`config.mk`:
```
export PLATFORM = sky130hd
export DESIGN_NAME = guard_dispatch_fsm
export DESIGN_NICKNAME = d
export VERILOG_FILES = /design/src/rtl/guard_dispatch_fsm.sv
export SDC_FILE = /design/constraint.sdc
export NUM_CORES = 1
export LEC_CHECK = 0
export CORE_AREA = 2 2 54 56
export CTS_CLUSTER_DIAMETER = 150
export CTS_CLUSTER_SIZE = 14
export DETAILED_ROUTE_END_ITERATION = 6
export DIE_AREA = 0 0 56 58
export PLACE_DENSITY = 0.82
export SLEW_MARGIN = 20
export SYNTH_ARGS = -nofsm -noshare
export SYNTH_HDL_FRONTEND = slang
export SYNTH_SLANG_ARGS = --single-unit
export TNS_END_PERCENT = 10
```
`constraint.sdc`:
```
create_clock -name clk -period 2.6 [get_ports clk]
set_clock_uncertainty 0.05 [all_clocks]
set_input_delay 0.39 -clock clk [delete_from_list [all_inputs] [get_ports clk]]
set_output_delay 0.39 -clock clk [all_outputs]
set_load 0.1 [all_outputs]
```
`src/rtl/guard_dispatch_fsm.sv`:
```
`default_nettype none
// ============================================================================
// Module   : guard_dispatch_fsm
// Brief    : Guarded accumulator FSM; sums valid words, emits after LIMIT
//            words or on overflow, terminates on an MSB-flagged word.
//            Optional GUARD_DISPATCH_STALL_EN adds out_ready back-pressure.
// Revision : 1.0 - initial release
// ============================================================================
module guard_dispatch_fsm #(
    parameter int DATA_W  = 8,
    parameter int COUNT_W = 4,
    parameter int LIMIT   = 10
) (
    input  logic              clk,
    input  logic              rst,
    input  logic              in_valid,
    input  logic [DATA_W-1:0] in_data,
`ifdef GUARD_DISPATCH_STALL_EN
    input  logic              out_ready,
`endif
    output logic              out_valid,
    output logic [DATA_W-1:0] out_data,
    output logic              cont
);

    typedef enum logic [1:0] {
        S_START = 2'd0,
        S_ACC   = 2'd1,
        S_EMIT  = 2'd2,
        S_DONE  = 2'd3
    } state_t;

    localparam logic [COUNT_W-1:0] c_cnt_last = COUNT_W'(LIMIT - 1);
    localparam logic [COUNT_W-1:0] c_cnt_one  = COUNT_W'(1);

    state_t              r_state;
    state_t              w_state_nxt;
    logic [DATA_W-1:0]   r_acc;
    logic [DATA_W-1:0]   w_acc_nxt;
    logic [COUNT_W-1:0]  r_cnt;
    logic [COUNT_W-1:0]  w_cnt_nxt;
    logic [DATA_W:0]     w_sum;
    logic                w_emit_done;

    assign w_sum = {1'b0, r_acc} + {1'b0, in_data};

`ifdef GUARD_DISPATCH_STALL_EN
    assign w_emit_done = out_ready;
`else
    assign w_emit_done = 1'b1;
`endif

    always_ff @(posedge clk or posedge rst) begin
        if (rst) begin
            r_state <= S_START;
            r_acc   <= '0;
            r_cnt   <= '0;
        end else begin
            r_state <= w_state_nxt;
            r_acc   <= w_acc_nxt;
            r_cnt   <= w_cnt_nxt;
        end
    end

    always_comb begin
        w_state_nxt = r_state;
        w_acc_nxt   = r_acc;
        w_cnt_nxt   = r_cnt;
        case (r_state)
            S_START: begin
                if (in_valid) begin
                    if (in_data[DATA_W-1]) begin
                        w_state_nxt = S_DONE;
                    end else if (in_data != '0) begin
                        w_acc_nxt   = in_data;
                        w_cnt_nxt   = c_cnt_one;
                        w_state_nxt = S_ACC;
                    end
                end
            end
            S_ACC: begin
                // Guard order matters: terminate beats overflow beats LIMIT.
                if (in_valid) begin
                    if (in_data[DATA_W-1]) begin
                        w_acc_nxt   = '0;
                        w_cnt_nxt   = '0;
                        w_state_nxt = S_DONE;
                    end else if (w_sum[DATA_W]) begin
                        w_acc_nxt   = '1;
                        w_state_nxt = S_EMIT;
                    end else if (r_cnt == c_cnt_last) begin
                        w_acc_nxt   = w_sum[DATA_W-1:0];
                        w_state_nxt = S_EMIT;
                    end else begin
                        w_acc_nxt   = w_sum[DATA_W-1:0];
                        w_cnt_nxt   = r_cnt + c_cnt_one;
                    end
                end
            end
            S_EMIT: begin
                if (w_emit_done) begin
                    w_acc_nxt   = '0;
                    w_cnt_nxt   = '0;
                    w_state_nxt = S_START;
                end
            end
            default: begin
                w_state_nxt = S_DONE;
            end
        endcase
    end

    assign out_valid = (r_state == S_EMIT);
    assign out_data  = out_valid ? r_acc : '0;
    assign cont      = (r_state != S_DONE);

endmodule
`default_nettype wire

```
==> metrics.txt, run 1 <==
# TYPE chip_impl_metric gauge
chip_impl_info{name="run_status",value="completed"} 1
chip_impl_metric{name="design_power_total",unit="mW"} 2.221
chip_impl_metric{name="critical_path_required",unit="ns"} 2.74
chip_impl_metric{name="cts_buffers",unit=""} 3
chip_impl_metric{name="design.die.area",unit="sq um"} 3248
chip_impl_metric{name="drcViolationCount",unit=""} 0
chip_impl_info{name="grt_setup_unrepaired",value="false"} 1
chip_impl_metric{name="total_switching_power",unit="mW"} 1.234
chip_impl_metric{name="p_leak",unit="nW"} 0.7307
chip_impl_metric{name="p_int",unit="mW"} 0.9870
chip_impl_metric{name="clk_transition_reported_paths",unit="ns"} 0.09
chip_impl_metric{name="finalInstanceArea",unit="sq um"} 1594
chip_impl_metric{name="synth_compound_area_frac",unit=""} 0.2755
chip_impl_metric{name="period_share",unit=""} 0.9619
chip_impl_metric{name="wire_length_of_the_first_global_routing_pass",unit="mm"} 5.402
chip_impl_metric{name="synth_fa_ha_area_frac",unit=""} 0.1556
chip_impl_metric{name="power_density",unit="nW/um^2"} 1393
chip_impl_metric{name="finalWirelength",unit="mm"} 3.237
chip_impl_metric{name="antenna_found_initial",unit=""} 0
chip_impl_metric{name="grt_pass1_vias",unit=""} 1202
chip_impl_metric{name="fin_setup_tns",unit="ns"} 0
chip_impl_info{name="cp-start-kind",value="primary input"} 1
chip_impl_metric{name="cts-hold-fix-buffers",unit=""} 0
chip_impl_metric{name="floorplan.rows",unit=""} 19
chip_impl_metric{name="h-tree-depth",unit=""} 1
chip_impl_metric{name="vdd_ir_drop_max",unit="mV"} 0.8083
chip_impl_metric{name="cts-resized-gates",unit=""} 0
chip_impl_metric{name="report.final.hold_viol_count",unit=""} 0
chip_impl_info{name="synth_top_family_by_area",value="compound AO/OA/AOI/OAI gates"} 1
chip_impl_metric{name="nNetsFinal",unit=""} 206
chip_impl_metric{name="cp_data_arrival_time",unit="ns"} 2.64
chip_impl_metric{name="syn-num-nets",unit=""} 182
chip_impl_metric{name="hpwlAfterDp",unit="mm"} 2.542
chip_impl_metric{name="cts_setup_buffers",unit=""} 0
chip_impl_metric{name="place_congestion",unit=""} 0.8944
chip_impl_metric{name="seq_power_share",unit=""} 0.189
chip_impl_metric{name="first_iter_violations",unit=""} 31
chip_impl_metric{name="floorplan.die.height",unit="microns"} 58
chip_impl_metric{name="gr-total-overflow",unit=""} 0
chip_impl_info{name="worst_hold_path_type",value="in -> async"} 1
chip_impl_metric{name="placed_area",unit="sq um"} 1555
chip_impl_info{name="path_class",value="in -> reg"} 1
chip_impl_metric{name="tritoncts_num_sinks",unit=""} 14
chip_impl_metric{name="max_clock_freq",unit="GHz"} 0.3998
chip_impl_metric{name="routed_wire_length_per_instance",unit="microns"} 15.49
chip_impl_info{name="cell_breakdown_of_the_critical_path",value="clkdlybuf4s50_1, ha_1, fa_1, a211oi_1, o21ai_2, a21oi_2, o21ai_1, a22o_1"} 1
chip_impl_metric{name="antenna-diode-count",unit=""} 0
chip_impl_metric{name="yosys_warnings",unit=""} 0
chip_impl_metric{name="final-max-slew-violation-count",unit=""} 0
chip_impl_metric{name="worstSkewPairLatency",unit="ns"} 0.29
chip_impl_metric{name="synth_enable_flop_cells",unit=""} 0
chip_impl_metric{name="flow.area_growth_from_synthesis",unit="%"} 19.40
chip_impl_metric{name="post_synth_xor_area_fraction",unit=""} 0.01312
chip_impl_metric{name="swShare",unit=""} 0.5555
chip_impl_metric{name="setup-violations-final",unit=""} 0
chip_impl_info{name="critical_path.slowest_cell",value="sky130_fd_sc_hd__fa_1"} 1
chip_impl_metric{name="synth-simple-area-share",unit=""} 0.2296
chip_impl_info{name="worst_setup_path_end_kind",value="flip-flop"} 1
chip_impl_metric{name="ant_nets",unit=""} 0
chip_impl_metric{name="track_usage",unit=""} 0.2131
chip_impl_metric{name="timing.critical_path.fanout_max",unit=""} 6
chip_impl_metric{name="ys_async_sr_fraction",unit=""} 1.000
chip_impl_metric{name="synthMuxAreaShare",unit=""} 0.007498
chip_impl_info{name="cts-root-buf",value="sky130_fd_sc_hd__clkbuf_4"} 1
chip_impl_info{name="synth_top_flop_cell",value="sky130_fd_sc_hd__dfrtp_1"} 1
chip_impl_metric{name="average_via_count_per_standard_cell",unit=""} 6.024
chip_impl_metric{name="grt_max_degree",unit=""} 19
chip_impl_metric{name="detail_route.first_pass.iterations",unit=""} 4
chip_impl_metric{name="postLayoutCoreUtil",unit=""} 0.5987
chip_impl_metric{name="synth_seq_cells",unit=""} 14
chip_impl_metric{name="num_io_pins",unit=""} 21
chip_impl_metric{name="minimum_setup_slack_after_placement",unit="ns"} -0.2252
chip_impl_metric{name="ctsLongestPathBuffers",unit=""} 2
chip_impl_metric{name="drive_gt1_frac",unit=""} 0.1517
chip_impl_metric{name="syn_area_per_cell",unit="sq um"} 8.613
chip_impl_metric{name="dieWidth",unit="microns"} 56
chip_impl_metric{name="tightest_slew",unit="ns"} 0.6457
chip_impl_metric{name="yosysUniqueCellTypes",unit=""} 49
chip_impl_info{name="layout_commonest_cell",value="sky130_fd_sc_hd__ha_1"} 1
chip_impl_metric{name="synthesis.instances",unit=""} 155
chip_impl_metric{name="power.share.clock",unit=""} 0.074
chip_impl_metric{name="synth_area",unit="sq um"} 1335
chip_impl_metric{name="synth_seq_area_share",unit=""} 0.2624
chip_impl_metric{name="timing.max_cap.violations",unit=""} 0
chip_impl_metric{name="combinationalPowerShare",unit=""} 0.736
chip_impl_metric{name="core_area",unit="sq um"} 2663
chip_impl_metric{name="timing.slew.headroom",unit=""} 0.5691
chip_impl_metric{name="port_buffers",unit=""} 20
chip_impl_metric{name="worst_slack",unit="ns"} 0.09900
chip_impl_info{name="layout.cells.most_common_list",value="sky130_fd_sc_hd__ha_1, sky130_fd_sc_hd__dfrtp_1, sky130_fd_sc_hd__buf_4"} 1
chip_impl_metric{name="worst_path_largest_cell_delay",unit="ns"} 0.43
chip_impl_metric{name="initial_core_util",unit=""} 0.5014
chip_impl_info{name="clock_tree_from_tritoncts",value="built"} 1
chip_impl_metric{name="period_minus_slack",unit="ns"} 2.501
chip_impl_metric{name="vias",unit=""} 1259
[power by group through the flow]
stage               clock (mW)  combinational (mW)  sequential, mW
detailed placement           0                1.62           0.423
CTS                      0.168                1.63           0.418
global placement             0                1.58           0.418
global route             0.175                1.78           0.433
finish                   0.165                1.63           0.420
floorplan                    0                1.32           0.391
[per-layer routing]
layer,GRT usage,part of all wire
met1,0.2486,0.43
met2,0.3782,0.50
met3,0.02232,0.030
met4,0.1293,0.035
met5,0,0
[worst max-delay path, delay by kind of cell]
family / cells / cell delay [ns]
fa+ha+maj: 2 / 0.67
buf+inv: 1 / 0.42
compound gates: 5 / 1.15
[cell usage after synthesis, types with 2 or more instances]
cell | count | share of area
sky130_fd_sc_hd__o21ai_0 | 9 | 0.034
sky130_fd_sc_hd__nand2_1 | 8 | 0.022
sky130_fd_sc_hd__ha_1 | 15 | 0.14
sky130_fd_sc_hd__a2bb2oi_1 | 2 | 0.013
sky130_fd_sc_hd__o211ai_1 | 3 | 0.017
sky130_fd_sc_hd__and3_1 | 3 | 0.014
sky130_fd_sc_hd__nor4_1 | 2 | 0.0094
sky130_fd_sc_hd__dfrtp_1 | 14 | 0.26
sky130_fd_sc_hd__a21oi_1 | 10 | 0.037
sky130_fd_sc_hd__and2_1 | 9 | 0.042
sky130_fd_sc_hd__a31oi_1 | 7 | 0.033
sky130_fd_sc_hd__o2bb2ai_1 | 2 | 0.013
sky130_fd_sc_hd__nand3b_1 | 2 | 0.011
sky130_fd_sc_hd__o31ai_1 | 2 | 0.011
sky130_fd_sc_hd__a21o_1 | 4 | 0.022
sky130_fd_sc_hd__nor3b_1 | 2 | 0.011
sky130_fd_sc_hd__nand2b_1 | 6 | 0.028
sky130_fd_sc_hd__inv_1 | 10 | 0.028
sky130_fd_sc_hd__nand4b_1 | 2 | 0.013
sky130_fd_sc_hd__nor2_1 | 11 | 0.031
sky130_fd_sc_hd__xor2_1 | 2 | 0.013
sky130_fd_sc_hd__nor3_1 | 3 | 0.011
[state kept, by name, indices dropped and copies added (netlist names)]
signal and count:
r_cnt 4, r_acc 8, r_state 2
[path summary, 6_finish.rpt]
kind	cells after the start	start	end	slack, ns
hold / removal	2	rst	r_cnt[3]	0.39
setup reg to reg	7	r_acc[0]	r_cnt[0]	0.23
setup / recovery	8	in_data[0]	r_cnt[0]	0.1
min in group clk	1	r_cnt[2]	r_cnt[2]	0.50
hold reg to reg	1	r_cnt[2]	r_cnt[2]	0.50
max in group asynchronous	2	rst	r_acc[7]	1.72
[metrics by stage]
| step | hold slack, ns | instances |
|---|---|---|
| finish | 0.3945 | 209 |
| detailed placement | 0.4776 | 205 |
| CTS | 0.4118 | 209 |
| global placement | 0.4674 | 205 |
| floorplan | 0.2292 | 155 |
| global route | 0.4617 | 209 |
[layout make-up]
class	count	area, sq um
multi-input combinational	126	913.4
fill	248	1069
inverter	10	37.54
sequential	14	350.3
timing repair buffer	24	217.7
clock buffer	4	36.28
tap	31	38.79
[kinds of logic after synthesis]
group / count (synthesis)
buffers and inverters: 15
muxes: 1
AOI/OAI and AO/OA: 52
xor gates and xnor gates: 2
DFF: 14
adders and majority gates: 16
and+or+nand+nor: 55
Note: power is estimated with default switching activity, not from simulation.
==> inputs of run 2 (changes only) <==
HOLD_SLACK_MARGIN = 0.15   (was not set)
==> results of run 2 <==
Same layout as run 1: the final DEF is identical, and so are final timing and power.
